File: config.mk
export PLATFORM = sky130hd
export DESIGN_NAME = mult_arb
export DESIGN_NICKNAME = d
export VERILOG_FILES = /design/src/rtl/mult_arb.sv
export SDC_FILE = /design/constraint.sdc
export NUM_CORES = 1
export LEC_CHECK = 0
export CAP_MARGIN = 20
export CORE_MARGIN = 5
export CORE_UTILIZATION = 55
export DETAILED_ROUTE_END_ITERATION = 12
export HOLD_SLACK_MARGIN = 0.06
export PLACE_DENSITY = 0.77
export SETUP_SLACK_MARGIN = 0.05
export SYNTH_ARGS = -nofsm -noshare
export SYNTH_HDL_FRONTEND = slang
export SYNTH_SLANG_ARGS = --single-unit
File: constraint.sdc
create_clock -name clk -period 6.5 [get_ports clk]
set_input_delay 0.975 -clock clk [delete_from_list [all_inputs] [get_ports clk]]
set_output_delay 0.975 -clock clk [all_outputs]
set_load 0.05 [all_outputs]
File: src/rtl/mult_arb.sv
// rtl/mult_arb.sv - two-requester round-robin arbiter feeding a 3-stage Q15 multiplier pipeline
module mult_arb #(
    parameter int DW   = 16,
    parameter int FRAC = 15
) (
    input  logic          clk,
    input  logic          rst,
    input  logic          en,
    input  logic          req0_valid,
    input  logic [DW-1:0] req0_a,
    input  logic [DW-1:0] req0_b,
    input  logic          req1_valid,
    input  logic [DW-1:0] req1_a,
    input  logic [DW-1:0] req1_b,
    output logic          req0_ready,
    output logic          req1_ready,
    output logic          res0_valid,
    output logic [DW-1:0] res0_data,
    output logic          res1_valid,
    output logic [DW-1:0] res1_data,
    output logic          busy
);

    localparam logic [2*DW-1:0] SAT_PROD = {2'b01, {(2*DW-2){1'b0}}};
    localparam logic [DW-1:0]   SAT_RES  = {1'b0, {(DW-1){1'b1}}};

    logic                   prio;
    logic                   xfer;
    logic [DW-1:0]          sel_a;
    logic [DW-1:0]          sel_b;

    logic                   s1_valid;
    logic                   s1_tag;
    logic signed [DW-1:0]   s1_a;
    logic signed [DW-1:0]   s1_b;

    logic                   s2_valid;
    logic                   s2_tag;
    logic signed [2*DW-1:0] s2_prod;
    logic signed [2*DW-1:0] prod_full;
    logic [DW-1:0]          slice;

    // Readies are forced low during reset so nothing is granted while the pipeline is cleared.
    always_comb begin
        req0_ready = rst && en && req0_valid && (!req1_valid || !prio);
        req1_ready = rst && en && req1_valid && (!req0_valid ||  prio);
    end

    assign xfer  = req0_ready || req1_ready;
    assign sel_a = req1_ready ? req1_a : req0_a;
    assign sel_b = req1_ready ? req1_b : req0_b;

    assign prod_full = s1_a * s1_b;

    // The only product whose slice overflows is (-1.0)*(-1.0); clamp it to the largest positive value.
    assign slice = (s2_prod == SAT_PROD) ? SAT_RES : s2_prod[FRAC+DW-1:FRAC];

    always_ff @(posedge clk or negedge rst) begin
        if (!rst) begin
            prio       <= 1'b0;
            s1_valid   <= 1'b0;
            s1_tag     <= 1'b0;
            s1_a       <= '0;
            s1_b       <= '0;
            s2_valid   <= 1'b0;
            s2_tag     <= 1'b0;
            s2_prod    <= '0;
            res0_valid <= 1'b0;
            res1_valid <= 1'b0;
            res0_data  <= '0;
            res1_data  <= '0;
        end else begin
            if (xfer) begin
                prio <= !req1_ready;
                s1_a <= {~sel_a[DW-1], sel_a[DW-2:0]};
                s1_b <= {~sel_b[DW-1], sel_b[DW-2:0]};
            end
            s1_valid <= xfer;
            s1_tag   <= req1_ready;

            s2_valid <= s1_valid;
            s2_tag   <= s1_tag;
            s2_prod  <= prod_full;

            res0_valid <= s2_valid && !s2_tag;
            res1_valid <= s2_valid &&  s2_tag;
            if (s2_valid && !s2_tag) res0_data <= slice;
            if (s2_valid &&  s2_tag) res1_data <= slice;
        end
    end

    assign busy = s1_valid || s2_valid || res0_valid || res1_valid;

endmodule

# Yosys cells after proc, flatten, opt, wreduce, memory -nomap -nowiden

Cells that the tools add are included.
Widths: inputs -> output; s select.

Multiply operators: 1
Equality and inequality tests: 1
Multiplexer cells: 3
Bitwise logic cells: 2
Reductions and logical operators: 18

Operator list:

| operator             | count |
|---|---|
| $mux 16              | 3 |
| $eq 32x31->1 const B | 1 |
| $mul 16x16->32       | 1 |
| $logic_and 1x1->1    | 7 |
| $logic_or 1x1->1     | 6 |
| $logic_not 1->1      | 5 |
| $not 1->1            | 2 |

Register bits: 103
Input bits: 69
Output and inout bits: 37
Word-level logic and storage cells: 37

# Logic depth before layout (Yosys ltp)

Depth in word-level cells: 5
Mapped depth: 24

# Worst setup path before layout

OpenSTA, ideal clock, no wires.

Path type: reg2reg
From: register s1_a[15]
To: register s2_prod[30]
Library setup time: 101 ps
Arrival: 5851 ps
Setup slack: 549 ps
Stages on the path, launching flop included: 19
Period minus slack after synthesis: 5951 ps
Cells stage by stage: dfrtp_1 -> clkbuf_1 -> clkbuf_1 -> nand2_1 -> fa_1 -> inv_1 -> fa_1 -> fa_1 -> fa_1 -> fa_1 -> inv_1 -> fa_1 -> inv_1 -> ha_1 -> nand4_1 -> or4b_4 -> a31oi_4 -> o22ai_2 -> o311ai_2

Longest elaborated chain between the ends: 1

RTL lines:

| item                   | RTL line | RTL |
|---|---|---|
| from (decl)            | 34       | `logic signed [DW-1:0] s1_a;` |
| from (signal assigned) | 75       | `s1_a <= {~sel_a[DW-1], sel_a[DW-2:0]};` |
| $mul 16x16->32         | 53       | `assign prod_full = s1_a * s1_b;` |
| via prod_full[30]      | 40       | `logic signed [2*DW-1:0] prod_full;` |
| to (signal assigned)   | 83       | `s2_prod <= prod_full;` |
| to (decl)              | 39       | `logic signed [2*DW-1:0] s2_prod;` |

The timed path passes the listed nets, and every way through them passes these cells.
A chain may end at the register's enable or synchronous reset.

# Worst setup path in the final report

From: register s1_a[13]
To: register s2_prod[30]

The elaborated chain is that of the path after synthesis.

==> results.ini <==
[clocking]
cts_max_path_buffers = 2
cts-root-buf = clkbuf_16
cts_tree = done
cts.clk_slew.worst_paths_ns = 0.08
clkLatencyLatePin_ns = 0.37
htreeDepth = 3
cts_sinks = 103
holdBufCountCts = 0
cts_buffers = 9

[grt]
grt_max_degree = 66
grt_use_total_pct = 25.3
first_global_vias = 10800
antenna_found_initial = 0
grt_pass1_wl_um = 56100
overflow = 0

[place]
dp_hpwl_um = 28300
io_buffers = 105
gp_routability_congestion = 0.898

[routing]
drt_first_pass_iters = 5
vias_per_cell = 5.34
wl_um = 34200
ant_nets = 0
post_drt_wl_per_cell_um = 18.4
route.detailed.drc = 0
via_count = 9913
drt_iter0_drc = 642

[sta]
fin_crit_sh_pct = 95.5
setup_viol = 0
fin_skew_ns = 0.0157
drv_slew = 0
rsz0062_at_grt = no
relSlewSlack_pct = 34.6
min_period_ns = 6.21
worstMarginPinSlew_ns = 0.979
setup_tns_ns = 0
final_hold_viol_count = 0
max_freq_ghz = 0.161

[setup_path]
worst-path-max-fanout = 14
startpoint_type = register
required_ns = 6.78
crit_slowest_cell = dfrtp_1
r2r-end = s2_prod[30]$_DFF_PN0_
r2r_cells = 17
crit_type = reg2reg
critPathMostFrequentCell = fa_1
end_kind = register
path_cells = buf_4, nand2_1, fa_1, inv_1, fa_1, fa_1, fa_1, fa_1, inv_1, fa_1, inv_1, ha_1, nand4_1, or4b_4, a31oi_4, o22ai_2, o311ai_2
r2r-start = s1_a[13]$_DFFE_PN0P_
arrival_ns = 6.49
r2r_setup_slack_ns = 0.29
max_stage_delay_ns = 0.73

[logic_synthesis]
synthCells = 1434
ys_ff_latch = 103
ys_top_cells_by_count = inv_1 (317), fa_1 (262), nand2_1 (188), and2_1 (122), dfrtp_1 (103)
synth_warnings = 0
synth_area_leaders = fa_1 (38%), dfrtp_1 (19%), inv_1 (8.7%), ha_1 (7.5%), and2_1 (5.6%)
synthFlopType = dfrtp_1
syn_area_per_cell_um2 = 9.55
yosys.area.top_type = fa_1
yosysSeqAreaShare_pct = 18.8
synth.most_common_cell = inv_1
synth-edff-count = 0
yosysUniqueCellTypes = 47
synth.top_cell.area_share_pct = 38.3
syn_area_mm2 = 0.0137
async_flop_share_pct = 100
syn_nets = 1847

[min_path]
hold_depth = 0
holdCritPathClass = reg2reg
hp-start = s1_tag$_DFF_PN0_
min_to = s2_tag$_DFF_PN0_

[floorplan]
core_mm2 = 0.0244
ios = 106
start_util_pct = 56.1
die_x_um = 168
dieHeight_um = 168
num_rows = 57
fp.dieArea_mm2 = 0.0282

[final_layout]
n_antenna_cell = 0
nNetsFinal = 1940
area_growth_pct = 13.0
drive_gt1_share_pct = 3.92
fill_cells = 2013

[outcome]
status = finished clean

[flow_run]
maxCapViolCount = 0

[layout by cell type (no fill, tap or decap), types with 6 or more instances in the layout]
| master | n |
|---|---|
| ha_1 | 82 |
| clkdlybuf4s50_1 | 104 |
| nor2b_1 | 16 |
| nand2_1 | 188 |
| mux2i_1 | 32 |
| nand2b_1 | 7 |
| xor2_1 | 7 |
| clkbuf_16 | 9 |
| nor2_1 | 40 |
| nor4_1 | 9 |
| nor3_1 | 6 |
| dfrtp_1 | 101 |
| inv_1 | 317 |
| fa_1 | 261 |
| nand3_1 | 6 |
| and2_1 | 122 |
| xnor2_1 | 29 |
| nand4_1 | 6 |
| buf_4 | 29 |
| o21ai_0 | 58 |
| a21oi_1 | 42 |
[cell families after synthesis]
| family | share of synthesized area (%) |
|---|---|
| simple gates | 14.6 |
| buf+inv | 10.1 |
| fa+ha+maj | 45.8 |
| compound gates | 6.02 |
| flops | 18.8 |
| xor+xnor | 2.30 |
| mux | 2.34 |
[critical path: cells and delay by family, from the launching register on]
kind	cells	cell delay, ns
buffers and inverters	4	0.38
AOI/OAI and AO/OA	3	0.67
adders and majority gates	7	3.49
DFF	1	0.73
and+or+nand+nor	3	0.85
[layer usage]
layer / part of all wire, % / up-vias / global-route usage [%]
li1: - / 4474 / -
met1: 39 / 5067 / 31.8
met2: 52 / 298 / 43.9
met3: 5.3 / 74 / 4.22
met4: 3.9 / 0 / 10.2
met5: 0 / - / 0
[worst max path at each step]
stage	from	slack (ns)	endpoint
CTS	s1_b[6]$_DFFE_PN0P_	0.16	s2_prod[30]$_DFF_PN0_
finish	s1_a[13]$_DFFE_PN0P_	0.29	s2_prod[30]$_DFF_PN0_
floorplan	s1_a[15]$_DFFE_PN0P_	0.55	s2_prod[30]$_DFF_PN0_
global route	s1_a[13]$_DFFE_PN0P_	0.07	s2_prod[30]$_DFF_PN0_
global placement	s1_b[6]$_DFFE_PN0P_	0.30	s2_prod[30]$_DFF_PN0_
detailed placement	s1_b[6]$_DFFE_PN0P_	0.19	s2_prod[30]$_DFF_PN0_
[per-stage QoR]
step | instance area, um^2 | hold WS, ns | instances | setup WS (ns) | util (%)
CTS | 15500 | 0.362 | 1856 | 0.163 | 63.4
detailed placement | 15200 | 0.344 | 1840 | 0.192 | 62.2
floorplan | 13700 | 0.331 | 1434 | 0.549 | -
global route | 15500 | 0.366 | 1856 | 0.0736 | 63.5
global placement | 15200 | 0.333 | 1840 | 0.302 | 62.2
finish | 15500 | 0.364 | 1856 | 0.291 | 63.5
[repair_timing]
item,in CTS,in global routing
setup buffers,0,0
setup endpoints to repair,0,4
hold endpoints to repair,0,0
resized for setup,0,4
[flip-flops by register name, indices dropped and copies added, names as in the netlist]
signal / count
s2_prod: 32
s2_tag: 1
s1_tag: 1
res0_valid: 1
s1_a: 16
s2_valid: 1
res1_valid: 1
res0_data: 16
s1_b: 16
res1_data: 16
s1_valid: 1
prio: 1
[final cells by class]
| class | instances | area, um^2 | area share [%] |
|---|---|---|---|
| Sequential cell | 103 | 2580 | 16.7 |
| Clock inverter | 7 | 66.3 | 0.428 |
| Clock buffer | 9 | 225 | 1.46 |
| Tap cell | 324 | 405 | 2.62 |
| Inverter | 318 | 1190 | 7.71 |
| Timing Repair Buffer | 133 | 1260 | 8.13 |
| Multi-Input combinational cell | 962 | 9750 | 63.0 |
Power is left out: the tool's default activity adds up to more than one toggle a clock period on the data nets, which glitch-free logic cannot reach.
